`src/rtl/core_state_pkg.sv`:
```
// Shared types and constants for the core state unit: PC source select,
// interrupt/return sequencer states and status-register bit positions.
package core_state_pkg;

  typedef enum logic [1:0] {
    REG  = 2'd0,
    MEM  = 2'd1,
    NEXT = 2'd2
  } pc_src_t;

  typedef enum logic [3:0] {
    IDLE    = 4'd0,
    PUSH_PC = 4'd1,
    PUSH_SR = 4'd2,
    VECTOR  = 4'd3,
    SR_INC  = 4'd4,
    SR_RD   = 4'd5,
    SR_LD   = 4'd6,
    PC_INC  = 4'd7,
    PC_RD   = 4'd8,
    PC_LD   = 4'd9
  } csu_state_t;

  localparam int unsigned SR_X  = 0;
  localparam int unsigned SR_Z  = 1;
  localparam int unsigned SR_N  = 2;
  localparam int unsigned SR_C  = 3;
  localparam int unsigned SR_V  = 4;
  localparam int unsigned SR_IE = 5;

  // Channel index width; sized for the largest supported channel count (16).
  localparam int unsigned IRQ_IDX_W = 4;

endpackage

```
`src/rtl/core_state_unit_irq_priority_encoder.sv`:
```
// Fixed-priority encoder for the interrupt request lines; bit 0 wins.
module irq_priority_encoder
  import core_state_pkg::*;
#(
  parameter int unsigned IRQ_CHANNELS = 4
) (
  input  logic [IRQ_CHANNELS-1:0] req,
  output logic                    valid,
  output logic [IRQ_IDX_W-1:0]    index
);

  // The first set bit found while scanning upward is kept.
  always_comb begin
    valid = 1'b0;
    index = '0;
    for (int unsigned i = 0; i < IRQ_CHANNELS; i++) begin
      if (req[i] && !valid) begin
        valid = 1'b1;
        index = IRQ_IDX_W'(i);
      end
    end
  end

endmodule

```
`src/rtl/core_state_unit.sv`:
```
// PC/SP/SR/IR holder with an interrupt entry and return-from-interrupt stack
// sequencer. Optional stack guard enabled by defining CSU_STACK_GUARD_EN.
module core_state_unit
  import core_state_pkg::*;
#(
  parameter int unsigned       WIDTH        = 16,
  parameter int unsigned       IRQ_CHANNELS = 4,
  parameter logic [WIDTH-1:0]  SP_RESET     = 'h8000,
  parameter logic [WIDTH-1:0]  VEC_BASE     = 'h0010,
  parameter logic [WIDTH-1:0]  SP_LIMIT     = 'h7F00
) (
  input  logic                    clock,
  input  logic                    reset,
  input  logic                    load_ir,
  input  logic                    set_pc,
  input  pc_src_t                 pc_src,
  input  logic                    set_sp,
  input  logic                    sp_inc,
  input  logic                    set_flags,
  input  logic                    set_vc,
  input  logic [4:0]              flags_in,
  input  logic                    sr_from_mem,
  input  logic [WIDTH-1:0]        reg_rdata,
  input  logic [WIDTH-1:0]        mem_rdata,
  input  logic [IRQ_CHANNELS-1:0] irq_req,
  input  logic                    irq_window,
  input  logic                    rti_start,
  output logic [WIDTH-1:0]        pc,
  output logic [WIDTH-1:0]        sp,
  output logic [WIDTH-1:0]        sr,
  output logic [WIDTH-1:0]        ir,
  output logic                    busy,
  output logic                    mem_we,
  output logic [WIDTH-1:0]        mem_waddr,
  output logic [WIDTH-1:0]        mem_wdata,
  output logic [WIDTH-1:0]        mem_raddr,
  output logic [IRQ_CHANNELS-1:0] irq_ack,
  output logic                    stack_fault
);

  localparam logic [WIDTH-1:0] ONE = WIDTH'(1);

`ifdef CSU_STACK_GUARD_EN
  localparam bit GUARD_EN = 1'b1;
`else
  localparam bit GUARD_EN = 1'b0;
`endif

  csu_state_t           state_q, state_d;
  logic [IRQ_IDX_W-1:0] ch_q;
  logic                 irq_valid;
  logic [IRQ_IDX_W-1:0] irq_index;
  logic                 push;
  logic                 pop;
  logic                 push_blocked;

  irq_priority_encoder #(
    .IRQ_CHANNELS (IRQ_CHANNELS)
  ) u_prio (
    .req   (irq_req),
    .valid (irq_valid),
    .index (irq_index)
  );

  // RTI is checked first so it beats a simultaneous interrupt entry.
  always_comb begin
    state_d   = state_q;
    busy      = (state_q != IDLE);
    push      = 1'b0;
    pop       = 1'b0;
    mem_wdata = '0;
    irq_ack   = '0;
    unique case (state_q)
      IDLE: begin
        if (rti_start) begin
          state_d = SR_INC;
        end else if (irq_window && sr[SR_IE] && irq_valid) begin
          state_d = PUSH_PC;
        end
      end
      PUSH_PC: begin
        push      = 1'b1;
        mem_wdata = pc;
        state_d   = PUSH_SR;
      end
      PUSH_SR: begin
        push      = 1'b1;
        mem_wdata = sr;
        state_d   = VECTOR;
      end
      VECTOR: begin
        for (int unsigned i = 0; i < IRQ_CHANNELS; i++) begin
          irq_ack[i] = (ch_q == IRQ_IDX_W'(i));
        end
        state_d = IDLE;
      end
      SR_INC: begin
        pop     = 1'b1;
        state_d = SR_RD;
      end
      SR_RD:  state_d = SR_LD;
      SR_LD:  state_d = PC_INC;
      PC_INC: begin
        pop     = 1'b1;
        state_d = PC_RD;
      end
      PC_RD:  state_d = PC_LD;
      PC_LD:  state_d = IDLE;
      default: state_d = IDLE;
    endcase
  end

  assign push_blocked = GUARD_EN && push && (sp < SP_LIMIT);
  assign mem_we       = push && !push_blocked;
  assign mem_waddr    = sp;
  assign mem_raddr    = sp;

  always_ff @(posedge clock or negedge reset) begin
    if (!reset) begin
      state_q <= IDLE;
      ch_q    <= '0;
      pc      <= '0;
      sp      <= SP_RESET;
      sr      <= '0;
      ir      <= '0;
    end else begin
      state_q <= state_d;
      unique case (state_q)
        IDLE: begin
          if (load_ir) ir <= mem_rdata;
          if (set_pc) begin
            unique case (pc_src)
              REG:     pc <= reg_rdata;
              MEM:     pc <= mem_rdata;
              default: pc <= pc + ONE;
            endcase
          end
          if (set_sp) sp <= sp_inc ? sp + ONE : sp - ONE;
          if (sr_from_mem) begin
            sr <= mem_rdata;
          end else if (set_flags) begin
            sr[SR_N:SR_X] <= flags_in[2:0];
            if (set_vc) sr[SR_V:SR_C] <= flags_in[4:3];
          end
          if (state_d == PUSH_PC) ch_q <= irq_index;
        end
        PUSH_PC, PUSH_SR: sp <= sp - ONE;
        VECTOR: begin
          pc        <= VEC_BASE + WIDTH'(ch_q);
          sr[SR_IE] <= 1'b0;
        end
        SR_INC, PC_INC: sp <= sp + ONE;
        SR_LD: sr <= mem_rdata;
        PC_LD: pc <= mem_rdata;
        default: ;
      endcase
    end
  end

`ifdef CSU_STACK_GUARD_EN
  always_ff @(posedge clock or negedge reset) begin
    if (!reset) begin
      stack_fault <= 1'b0;
    end else if (push_blocked || (pop && (sp == SP_RESET))) begin
      stack_fault <= 1'b1;
    end
  end
`else
  assign stack_fault = 1'b0;
`endif

endmodule

```
`config.mk`:
```
export PLATFORM = sky130hd
export DESIGN_NAME = core_state_unit
export DESIGN_NICKNAME = d
export VERILOG_FILES = /design/src/rtl/core_state_pkg.sv /design/src/rtl/core_state_unit_irq_priority_encoder.sv /design/src/rtl/core_state_unit.sv
export SDC_FILE = /design/constraint.sdc
export NUM_CORES = 1
export LEC_CHECK = 0
export BUFFER_PORTS_ARGS = -buffer_cell sky130_fd_sc_hd__clkbuf_2
export CORE_AREA = 5 5 104 96
export DETAILED_ROUTE_END_ITERATION = 10
export DIE_AREA = 0 0 109 101
export PLACE_DENSITY = 0.94
export SYNTH_ARGS = -nofsm -noshare
export SYNTH_HDL_FRONTEND = slang
export SYNTH_SLANG_ARGS = --single-unit
```
`constraint.sdc`:
```
create_clock -name clock -period 4.51 [get_ports clock]
set_input_delay 1.353 -clock clock [delete_from_list [all_inputs] [get_ports clock]]
set_output_delay 1.353 -clock clock [all_outputs]
set_load 0.05 [all_outputs]
```
== After elaboration in Yosys (flattened, before gate mapping) ==
Cells that the tools add are included.

* Output and inout bits: 119
* Bits in registers: 72
* Bits of input ports: 54

* Equal/unequal tests: 19
* Add/subtract/negate cells: 4
* Reduce and logical (&&, ||, !) cells: 26
* Mux-type cells: 26

{| class="wikitable"
|+ Operators by type and width
! kind !! number
|-
| $pmux 16 s3 || 2
|-
| $pmux 16 s2 || 2
|-
| $mux 16 || 3
|-
| $add 16x1->16 const B || 2
|-
| $pmux 4 s8 || 1
|-
| $pmux 10 s2 || 1
|-
| $eq 4x2->1 const B || 4
|-
| $eq 4x3->1 const B || 4
|-
| $sub 16x1->16 const B || 1
|-
| $reduce_and 2->1 || 7
|-
| $eq 4x1->1 const B || 3
|-
| $mux 4 || 3
|-
| $mux 11 || 1
|-
| $mux 5 || 2
|-
| $pmux 5 s2 || 1
|-
| $reduce_bool 3->1 || 3
|-
| $eq 4x4->1 const B || 2
|-
| $logic_not 4->1 || 2
|-
| $add 5x4->6 const A || 1
|-
| $mux 1 || 6
|-
| $mux 2 || 3
|-
| $ne 2x2->1 const B || 3
|-
| $ne 3x3->1 const B || 2
|-
| $logic_and 1x1->1 || 5
|-
| other kinds (8) || 11
|}

== Logic depth before layout (Yosys ltp) ==
Gate-level depths: netlist (run 1).

* Depth in word-level cells: 16
* Depth in mapped cells: 8

== Cells and area by module ==
Synthesis (run 1) repeated with hierarchy kept, for this count alone.

* Cell total of the unflattened synthesis: 483
* Area, all modules: 4725.8 um^2

{| class="wikitable"
|+ By module, submodules not included
! module !! cells an instance !! area each (um^2) !! times used
|-
| core_state_unit || 473 || 4672.0 || 1
|-
| irq_priority_encoder || 10 || 53.8 || 1
|}

== Worst setup path before layout (run 1) ==
Ideal clock, no wire load.

* Kind: register -> output
* Start: register state_q[1]
* End: output irq_ack[1]
* Setup slack: 1093 ps
* Path buffers: 2
* Cell stages (with the launch flop): 5
* Arrival: 2064 ps
* Data required time: 3157 ps
* Cells stage by stage: dfrtp_1 > buf_2 > buf_2 > nand3_1 > nor3b_1

* Word-level cells in the longest chain between the ends: 2

{| class="wikitable"
|+ Ends and longest elaborated chain
! element !! line !! source
|-
| start, declared || core_state_unit.sv:49 || <nowiki>csu_state_t state_q, state_d;</nowiki>
|-
| start signal, assigned || core_state_unit.sv:127 || <nowiki>state_q <= state_d;</nowiki>
|-
| $eq 4x2->1 || core_state_unit.sv:73 || <nowiki>unique case (state_q)</nowiki>
|-
| $mux 4 || core_state_unit.sv:73 ||
|-
| end, declared || core_state_unit.sv:37 || <nowiki>output logic [IRQ_CHANNELS-1:0] irq_ack,</nowiki>
|}

No other way between the ends.

== Worst setup path in the final report (run 1) ==
* Start: register state_q[1]
* End: output mem_wdata[11]

* Word-level cells in the longest chain between the ends: 2
* Elaborated cells between the ends (all ways): 3

{| class="wikitable"
|+ Ends and longest elaborated chain
! element !! line !! source
|-
| $eq 4x2->1 or $eq 4x1->1 (tied branches) || core_state_unit.sv:73 ||
|-
| $pmux 16 s2 (*) || core_state_unit.sv:73 ||
|-
| end, declared || core_state_unit.sv:35 || <nowiki>output logic [WIDTH-1:0] mem_wdata,</nowiki>
|}

Every way passes the cells marked *; elsewhere a longest branch is shown, timed or not.

==> results of run 1 <==
-- placed cells by master (no fill, tap or decap), types with 11 or more instances in the layout --
| master | Yosys | routed |
|---|---|---|
| nor3_1 | 15 | 15 |
| dfrtp_1 | 69 | 69 |
| a22o_1 | 18 | 18 |
| mux2i_1 | 11 | 11 |
| o21ai_1 | 22 | 22 |
| xnor2_1 | 19 | 19 |
| nand3_1 | 14 | 14 |
| a21oi_1 | 16 | 16 |
| nor2_1 | 25 | 25 |
| nand2_1 | 36 | 36 |
| clkbuf_2 | 0 | 170 |
| mux2_1 | 13 | 13 |
| mux2_2 | 17 | 17 |
| inv_1 | 12 | 12 |
-- routing by layer --
| layer | track usage | wire [um] |
|---|---|---|
| met2 | 0.3990 | 6451 |
| met4 | 0.06505 | 224 |
| met1 | 0.3191 | 5463 |
| met5 | 0 | 0 |
| met3 | 0.05573 | 1045 |
-- final timing paths --
path	start	end	slack, ns
min in group asynchronous	reset	sr[11]	1.12
worst max register to register	state_q[3]	mem_raddr[8]	1.99
worst max-delay path	state_q[1]	mem_wdata[11]	0.62
max in group asynchronous	reset	mem_raddr[5]	2.79
worst min register to register	ir[8]	ir[8]	0.50
worst min-delay path	ir[8]	ir[8]	0.50
-- state kept, by name (all words and copies together) (netlist names) --
signal,cells
sr,16
ch_q,2
ir,16
mem_raddr,16
state_q,4
pc,16
-- per-stage QoR --
stage               utilization  setup WS (ns)  hold WS [ns]  cell area, um2  cells
floorplan                     -          1.093        0.5317            4608    483
global placement         0.5917          1.092        0.4722            5253    717
detailed placement       0.5917          1.027        0.4822            5253    717
CTS                      0.6092         0.6605        0.4977            5408    732
global route             0.6092         0.4852        0.5243            5408    732
finish                   0.6092         0.6188        0.4960            5408    732
-- area by class of cell --
type                       instances  area share
timing repair buffer             173      0.1615
inverter                          14    0.009718
multi-input combinational        338      0.4477
tap                              122     0.02823
sequential                        70      0.3242
clock inverter                     5    0.005090
clock buffer                      10     0.02360
-- cells by family after synthesis --
kind of cell | Yosys count | synth area share
AND/OR/NAND/NOR | 142 | 0.1678
XOR/XNOR | 26 | 0.05105
buffers and inverters | 75 | 0.09747
AO/OA/AOI/OAI | 125 | 0.1971
adder cells (fa/ha/maj) | 3 | 0.008146
multiplexers | 41 | 0.09720
flip-flops | 70 | 0.3804
other | 1 | 0.0008138
==> summary.md, run 1 <==
| Metric | Value |
|---|---|
| Horiz. Die Dim | `109 um` |
| CTS tree | `built` |
| Worst-path cell chain | `and3_1 > a22o_1 > clkbuf_2` |
| Initial Util | `0.5191` |
| DP HPWL | `9616 um` |
| Clk sinks | `70` |
| Vias in the first global route | `4,167` |
| Routed Antenna Nets | `0` |
| Fin crit period | `a little under 4 ns` |
| Critical path required time | `3.16 ns` |
| Cells after Synth | `483` |
| Total track usage | `0.2418` |
| Max_cap viols | `0` |
| Initial DRC count | `379` |
| Synth Register Bits | `70` |
| Synth cell types | `70` |
| Final setup vio count | `0` |
| Largest cells by area after synthesis | `dfrtp_1 (37%), buf_4 (5.7%), mux2_2 (4.2%)` |
| Largest delay share family, worst path | `flip-flops` |
| Drt drc | `0` |
| Vias | `4,316` |
| Die Height | `just over 100 um` |
| IO buf count | `171` |
| Area occupied by multi-input gates | `2421 um2` |
| CP endpoint kind | `output pin` |
| Rows | `33` |
| Final Skew | `0.008884 ns` |
| Setup CP Type | `register to output pin` |
| Vias per inst | `5.896` |
| Synth cell count leaders | `dfrtp_1 (69), nand2_1 (36), buf_4 (35)` |
| Hold violation total from the final report | `0` |
| H-tree levels | `3` |
| Syn_nets | `540` |
| Number of enable flip-flop cells after synthesis | `0` |
| CTS root buffer | `clkbuf_8` |
| Post-Syn Area per Cell | `~9.5 um2` |
| Count leader, synth | `dfrtp_1` |
| Worst setup SP type | `register` |
| CTS Buf Count | `9` |
| Core ar. | `8877 um2` |
| Cell Area, Synth | `4608 um2` |
| Die area | `about 11,000 um2` |
| RSZ-0062 raised after global routing | `no` |
| Worst path arrival time | `2.54 ns` |
| Total grt overflow | `0` |
| CTS max path bufs | `2` |
| DR pass1 iterations | `5` |
| Worst stage delay on the critical path | `0.88 ns` |
| Final #Nets | `663` |
| Worst-Margin Slew | `approximately 0.9 ns` |
| Status | `finished clean` |
| Max-slew violation count | `0` |
| Cts hold-fix bufs | `0` |
| Initial antenna violation count | `0` |
| Boundary Pins | `approximately 170` |
| Routed WL | `13,180 um` |
| Post-CTS sizing | `0` |
| CP max-delay cell | `dfrtp_1` |
| Hold depth | `1` |
| Final period util | `0.8628` |
| Hold Path Class | `register to register` |
| Synth-to-Final Area Change | `17.35%` |
| Max Fclk | `0.2570 GHz` |
| Crit. path cell count | `3` |
| Global placer's final weighted congestion | `0.8525` |
| Largest net degree at the start of global routing | `71` |
| Sequential share of the synthesized area | `0.3804` |
| Ys Warns | `0` |
| Critical path peak fanout | `19` |
| Async SR Flop Fraction | `1.000` |
| Post-CTS setup buffers | `0` |
| Share of layout cells above drive strength 1 | `0.3689` |
| Fillers | `745` |
| Leading register cell type out of synthesis | `dfrtp_1` |
| First-pass GRT wire length | `21,180 um` |
| Routed wire length per instance | `18.01 um` |
| Clock-pin slew on the worst setup and hold paths | `0.07 ns` |
| Setup TNS | `0 ns` |
| CP bufs+invs | `1` |
| FF-to-FF path depth | `5` |
| Reg area | `1753 um2` |
| Antenna Cells | `0` |
| Slew headroom | `0.3965` |
| Cell taking the most area after synthesis | `dfrtp_1` |
| Post-synth top area share | `0.3747` |
| Insertion delay to the later sink of the worst-skew pair | `0.35 ns` |
Power of run 1 is not shown: default switching activity piles up to over one toggle a cycle in this logic, so the estimate is an artifact.
==> inputs of run 2 (changes only) <==
Settings changed: CORE_AREA 5 5 104 96 to 5 5 90 113, DIE_AREA 0 0 109 101 to 0 0 95 118, SYNTH_HIERARCHICAL set to 1.
==> run 2 against run 1 <==
Effect of this change: register-to-register slack improved by 0.08 ns; sequential share of layout area is 0.79 points lower; first-iteration DRC count is 32% lower; synthesized cell count did not move; clock skew decreased by 0.0033 ns; area after synthesis rose by 2.6%; maximum frequency shrank 6.1%; largest cell class unchanged.
==> summary.md, run 2 <==
| Metric | Value |
|---|---|
| Count leader, synth | `dfrtp_1` |
| Global placer's final weighted congestion | `0.9040 (+6.0%)` |
| Total track usage | `0.2492 (+0.007443)` |
| # placed instances | `719 (+0.28%)` |
| Initial DRC count | `259 (-32%)` |
| CP max-delay cell | `nor4_4` |
| Critical path peak fanout | `17 (-2)` |
| Post-CTS sizing | `0 (unchanged)` |
| Clock-pin slew on the worst setup and hold paths | `0.06 ns (about the same)` |
| Cell taking the most area after synthesis | `dfrtp_1` |
| Number of enable flip-flop cells after synthesis | `0 (unchanged)` |
| Worst setup SP type | `register` |
| Worst stage delay on the critical path | `0.95 ns (+0.07 ns)` |
| CP endpoint kind | `output pin` |
| Clk sinks | `72 (+2.9%)` |
| Initial antenna violation count | `0 (unchanged)` |
| Routed wire length per instance | `19.05 um (+5.8%)` |
| CTS Buf Count | `9 (unchanged)` |
| Final period util | `0.9191 (+0.05629)` |
| Core ar. | `8979 um2 (+1.1%)` |
| Post-synth top area share | `0.3760 (+0.001265)` |
| Largest net degree at the start of global routing | `52 (-27%)` |
| DR pass1 iterations | `5 (unchanged)` |
| Drt drc | `0 (unchanged)` |
| CTS root buffer | `clkbuf_16` |
| First-pass GRT wire length | `22,110 um (+4.4%)` |
| Antenna Cells | `0 (unchanged)` |
| CTS tree | `built` |
| Share of layout cells above drive strength 1 | `0.3889 (+0.02004)` |
| Die area | `11,210 um2 (+1.8%)` |
| RSZ-0062 raised after global routing | `no` |
| Cts hold-fix bufs | `0 (unchanged)` |
| Fin crit period | `4.145 ns (+0.2539 ns)` |
| CP bufs+invs | `2 (+1)` |
| Final setup vio count | `0 (unchanged)` |
| Hold Worst Slack | `0.5041 ns (+0.008110 ns)` |
| Vias | `4,438 (+2.8%)` |
| Sequential share of the synthesized area | `0.3815 (+0.001123)` |
| Synth-to-Final Area Change | `20.65%` |
| Worst-Margin Slew | `1.157 ns (+0.2514 ns)` |
| H-tree levels | `3 (unchanged)` |
| Leading register cell type out of synthesis | `dfrtp_1` |
| Vias in the first global route | `4,441 (+6.6%)` |
| Status | `finished clean` |
| Routed WL | `14,000 um (+6.2%)` |
| Most frequent cells in the layout | `clkbuf_2 (170), dfrtp_1 (71), mux2_2 (31)` |
| Horiz. Die Dim | `95 um (-13%)` |
| Largest delay share family, worst path | `simple AND/OR/NAND/NOR gates` |
| Routed Antenna Nets | `0 (unchanged)` |
| Hold Path Class | `register to register` |
| Synth Register Bits | `72 (+2.9%)` |
| Ys Warns | `6 (+6)` |
| Async SR Flop Fraction | `1.000 (unchanged)` |
| Synth cell count leaders | `dfrtp_1 (71), buf_4 (40), mux2_2 (31)` |
| Slew headroom | `0.2289 (-0.1676)` |
| Max_cap viols | `0 (unchanged)` |
| Final #Nets | `664 (+0.15%)` |
| Max-slew violation count | `0 (unchanged)` |
| Vias per inst | `6.038 (+2.4%)` |
| Critical path required time | `3.16 ns (about the same)` |
| Boundary Pins | `173 (unchanged)` |
| Synth cell types | `69 (-1.4%)` |
| Setup CP Type | `register to output pin` |
| Cell Area, Synth | `4726 um2 (+2.6%)` |
| CTS max path bufs | `2 (unchanged)` |
| Rows | `39 (+18%)` |
| Hold violation total from the final report | `0 (unchanged)` |
| Post-CTS setup buffers | `0 (unchanged)` |
| Die Height | `118 um (+17%)` |
| Worst path arrival time | `2.79 ns (+0.25 ns)` |
| IO buf count | `171 (unchanged)` |
| Largest cells by area after synthesis | `dfrtp_1 (38%), mux2_2 (7.4%), buf_4 (6.4%)` |
| Worst-path cell chain | `inv_1 > nor4_4 > a22o_1 > clkbuf_2` |
| Total grt overflow | `0 (unchanged)` |
| Insertion delay to the later sink of the worst-skew pair | `0.34 ns (about the same)` |
| Final Skew | `0.005630 ns (-0.003254 ns)` |
| DP HPWL | `10,280 um (+7.0%)` |
| Max Fclk | `0.2413 GHz (-6.1%)` |
| Fin cells | `735 (+0.41%)` |
| Cells after Synth | `483 (unchanged)` |
| Post-Syn Area per Cell | `9.784 um2 (+2.6%)` |
| Commonest non-fill, non-tap cell in the layout | `clkbuf_2` |
| Fillers | `749 (+0.54%)` |
| Initial Util | `0.5263 (+0.007240)` |
| Setup TNS | `0 ns (unchanged)` |
[run 2: path summary, 6_finish.rpt]
path,slack (ns),cells after the start,from,to
max reg2reg,2.07,5,state_q[2],mem_raddr[8]
min reg2reg,0.50,1,ir[9],ir[9]
max,0.36,4,state_q[0],mem_wdata[1]
min,0.50,1,ir[9],ir[9]
max in group asynchronous,2.40,2,reset,mem_raddr[15]
min in group asynchronous,1.25,1,reset,ir[9]
[run 2: logic make-up after synthesis]
kind of cell	count (synthesis)	synth area share
compound gates	134	0.2076
fa+ha+maj	3	0.007944
simple gates	133	0.1657
mux	38	0.08869
flops	72	0.3815
xor+xnor	26	0.04819
other cells	2	0.001589
buf+inv	75	0.09875
[run 2: area by class of cell]
class,count,area [um2],share of cell area
clock buffers,12,266.5,0.04674
clock inverters,4,75.07,0.01317
inverters,11,41.29,0.007242
multi-input cells,337,2469,0.4330
flip-flops and latches,72,1803,0.3162
well taps,123,153.9,0.02699
repair buffers,176,893.4,0.1567
[run 2: through the flow]
step | worst slack, ns | utilization | area [um2]
finish | 0.3649 | 0.6350 | 5702
CTS | 0.3946 | 0.6350 | 5702
floorplan | 0.7382 | - | 4730
global placement | 0.8757 | 0.5970 | 5360
global route | 0.1988 | 0.6350 | 5702
detailed placement | 0.7666 | 0.5970 | 5360
[run 2: worst reg2reg max path, cell delays in order (launching register included)]
cell       delay [ns]
dfrtp_1          0.78
nor2b_2          0.40
or2_1            0.51
a2111oi_0        0.20
o21ai_0          0.32
xnor2_1          0.16
[run 2: routing by layer]
layer	up-vias	GRT usage	share of wire
met5	-	0	0
met4	0	0.1336	0.035
met3	42	0.06266	0.098
met2	278	0.4296	0.52
met1	2107	0.2744	0.35
li1	2011	-	-
Power of run 2 is left out for the same reason.
==> inputs of run 3 (changes only) <==
Settings changed: CORE_AREA 5 5 90 113 to 5 5 89 112, CTS_BUF_LIST set to sky130_fd_sc_hd__clkbuf_8, DIE_AREA 0 0 95 118 to 0 0 94 117, PLACE_DENSITY 0.94 to 0.95.
==> run 3 against run 2 <==
Effect of this change: sequential share of layout area rose by 0.86 points; worst setup slack improved by 0.27 ns; non-clock buffer count rose by 3; via count fell by 2.0%; global-route usage is 0.38 points lower; die area down 1.9%; clock skew increased by 0.0030 ns; maximum frequency up 7.1%; hold slack improved by 0.0079 ns; register-to-register slack gained 0.02 ns; critical path depth grew 1; clock-buffer cell count fell by 1; critical endpoint is now irq_ack[0]; largest cell class unchanged.
==> summary.md, run 3 (synthesized netlist as in run 2, its figures left out) <==
| Metric | Value |
|---|---|
| Status | `finished clean` |
| Cts hold-fix bufs | `0 (unchanged)` |
| Worst-Margin Slew | `1.105 ns (-0.05212 ns)` |
| Vias per inst | `5.894 (-2.4%)` |
| Max-slew violation count | `0 (unchanged)` |
| Vias | `4,350 (-2.0%)` |
| FF-to-FF path depth | `5 (unchanged)` |
| Met1 usage | `0.2772 (+0.002765)` |
| Core ar. | `8881 um2 (-1.1%)` |
| Hold violation total from the final report | `0 (unchanged)` |
| RSZ-0062 raised after global routing | `no` |
| Global placer's final weighted congestion | `0.9232 (+2.1%)` |
| Routed wire length per instance | `18.34 um (-3.7%)` |
| Worst-path cell chain | `nor4bb_1 > buf_4 > nor3b_1 > nor3b_1 > clkbuf_2` |
| Insertion delay to the later sink of the worst-skew pair | `0.35 ns (about the same)` |
| Fin util | `0.6250 (-0.01007)` |
| CP bufs+invs | `2 (unchanged)` |
| IO buf count | `171 (unchanged)` |
| Post-CTS sizing | `0 (unchanged)` |
| Worst setup SP type | `register` |
| Slew headroom | `0.2637 (+0.03475)` |
| Post-CTS setup buffers | `0 (unchanged)` |
| Vias in the first global route | `4,217 (-5.0%)` |
| Total track usage | `0.2454 (-0.003824)` |
| Crit Reg-Reg Startpoint | `state_q[2]` |
| Rows | `39 (unchanged)` |
| Met2 usage in global routing | `0.4434 (+0.01375)` |
| Largest delay share family, worst path | `simple AND/OR/NAND/NOR gates` |
| Share of layout cells above drive strength 1 | `0.3886 (about the same)` |
| Critical Path Most Common Cell | `nor3b_1` |
| CP endpoint kind | `output pin` |
| DR pass1 iterations | `5 (unchanged)` |
| Crit. path cell count | `5 (+1)` |
| Worst setup path end | `irq_ack[0]` |
| Clock-pin slew on the worst setup and hold paths | `0.07 ns (about the same)` |
| Setup TNS | `0 ns (unchanged)` |
| Critical path peak fanout | `15 (-2)` |
| Max_cap viols | `0 (unchanged)` |
| CTS root buffer | `clkbuf_8` |
| Worst stage delay on the critical path | `0.68 ns (-0.27 ns)` |
| Commonest non-fill, non-tap cell in the layout | `clkbuf_2` |
| Final setup vio count | `0 (unchanged)` |
| Setup CP Type | `register to output pin` |
| Routed Antenna Nets | `0 (unchanged)` |
| CTS tree | `built` |
| Initial antenna violation count | `0 (unchanged)` |
| Worst setup startpoint | `state_q[0]` |
| CTS max path bufs | `2 (unchanged)` |
| Final #Nets | `667 (+0.45%)` |
| Flop2flop setup slack | `2.09 ns (+0.02 ns)` |
| Final period util | `0.8583 (-0.06077)` |
| DP HPWL | `10,170 um (-1.1%)` |
| Die Height | `117 um (-0.85%)` |
| Routed WL | `13,540 um (-3.3%)` |
| Total grt overflow | `0 (unchanged)` |
| Die area | `11,000 um2 (-1.9%)` |
| Final Skew | `0.008595 ns (+0.002965 ns)` |
| Routing usage on met3 | `0.04859 (-0.01407)` |
| Clk sinks | `72 (unchanged)` |
| First-pass GRT wire length | `21,050 um (-4.8%)` |
| Synth-to-Final Area Change | `17.45%` |
| Drt drc | `0 (unchanged)` |
| Reg2reg end | `pc[9]` |
| Initial Util | `0.5321 (+0.005784)` |
| Largest net degree at the start of global routing | `51 (-1.9%)` |
| Critical path required time | `3.16 ns (about the same)` |
| Initial DRC count | `302 (+17%)` |
| Gr busiest metal | `met2` |
| Horiz. Die Dim | `94 um (-1.1%)` |
| Worst path arrival time | `2.52 ns (-0.27 ns)` |
| Boundary Pins | `173 (unchanged)` |
| H-tree levels | `3 (unchanged)` |
| CTS Buf Count | `9 (unchanged)` |
| Hold Worst Slack | `0.5120 ns (+0.007901 ns)` |
| Most frequent cells in the layout | `clkbuf_2 (170), dfrtp_1 (71), mux2_2 (31)` |
| Max Fclk | `0.2583 GHz (+7.1%)` |
| Hold Path Class | `register to register` |
| Fin crit period | `3.871 ns (-0.2741 ns)` |
| CP max-delay cell | `dfrtp_1` |
| Antenna Cells | `0 (unchanged)` |
run 3: cell types whose count changed in the layout (fill, tap and decap cells not counted):
cell and delta:
clkbuf_8 +8, bufinv_16 -2, inv_1 +2, clkbuf_16 -9
nor4b_2 +1, clkinvlp_4 -1, buf_4 +3, clkinv_2 +2
nor4b_4 -1
run 3: how the worst min path moves through the flow:
| stage | start | end | slack (ns) | cells past startpoint |
|---|---|---|---|---|
| after floorplan | ch_q[3] | ch_q[3] | 0.50 | 1 |
| after global placement | ir[10] | ir[10] | 0.49 | 1 |
| after detailed placement | ir[6] | ir[6] | 0.50 | 1 |
| after CTS | ir[4] | ir[4] | 0.51 | 1 |
| after global routing | mem_raddr[15] | mem_raddr[15] | 0.53 | 1 |
| final | mem_raddr[15] | mem_raddr[15] | 0.51 | 1 |
run 3: final cells by class:
| class | count | area, um2 |
|---|---|---|
| well taps | 123 | 153.9 |
| inverters | 11 | 41.29 |
| multi-input cells | 337 | 2460 |
| clock buffers | 11 | 151.4 |
| flip-flops and latches | 72 | 1803 |
| clock inverters | 5 | 25.02 |
| fillers | 752 | 3331 |
| repair buffers | 179 | 915.9 |
run 3: stage by stage:
| step | std cells | worst slack, ns | area, um2 |
|---|---|---|---|
| 2_1_floorplan | 484 | 0.7382 | 4730 |
| 3_3_place_gp | 722 | 1.077 | 5374 |
| 3_5_place_dp | 722 | 0.9650 | 5374 |
| 4_1_cts | 738 | 0.5853 | 5550 |
| 5_1_grt | 738 | 0.4300 | 5550 |
| 6_report | 738 | 0.6390 | 5550 |
run 3: per-layer routing:
| layer | vias to the layer above | part of all wire |
|---|---|---|
| met3 | 32 | 0.088 |
| met4 | 0 | 0.029 |
| met5 | - | 0 |
| li1 | 2013 | - |
| met2 | 239 | 0.52 |
| met1 | 2066 | 0.37 |
run 3: worst reg2reg max path, stage by stage, from the launching register on:
cell and delay, ns:
dfrtp_1 0.60, and4bb_1 0.78, or2_1 0.40, a2bb2oi_1 0.23
a31oi_1 0.07, o22a_1 0.23
Power of run 3 is left out for the same reason.
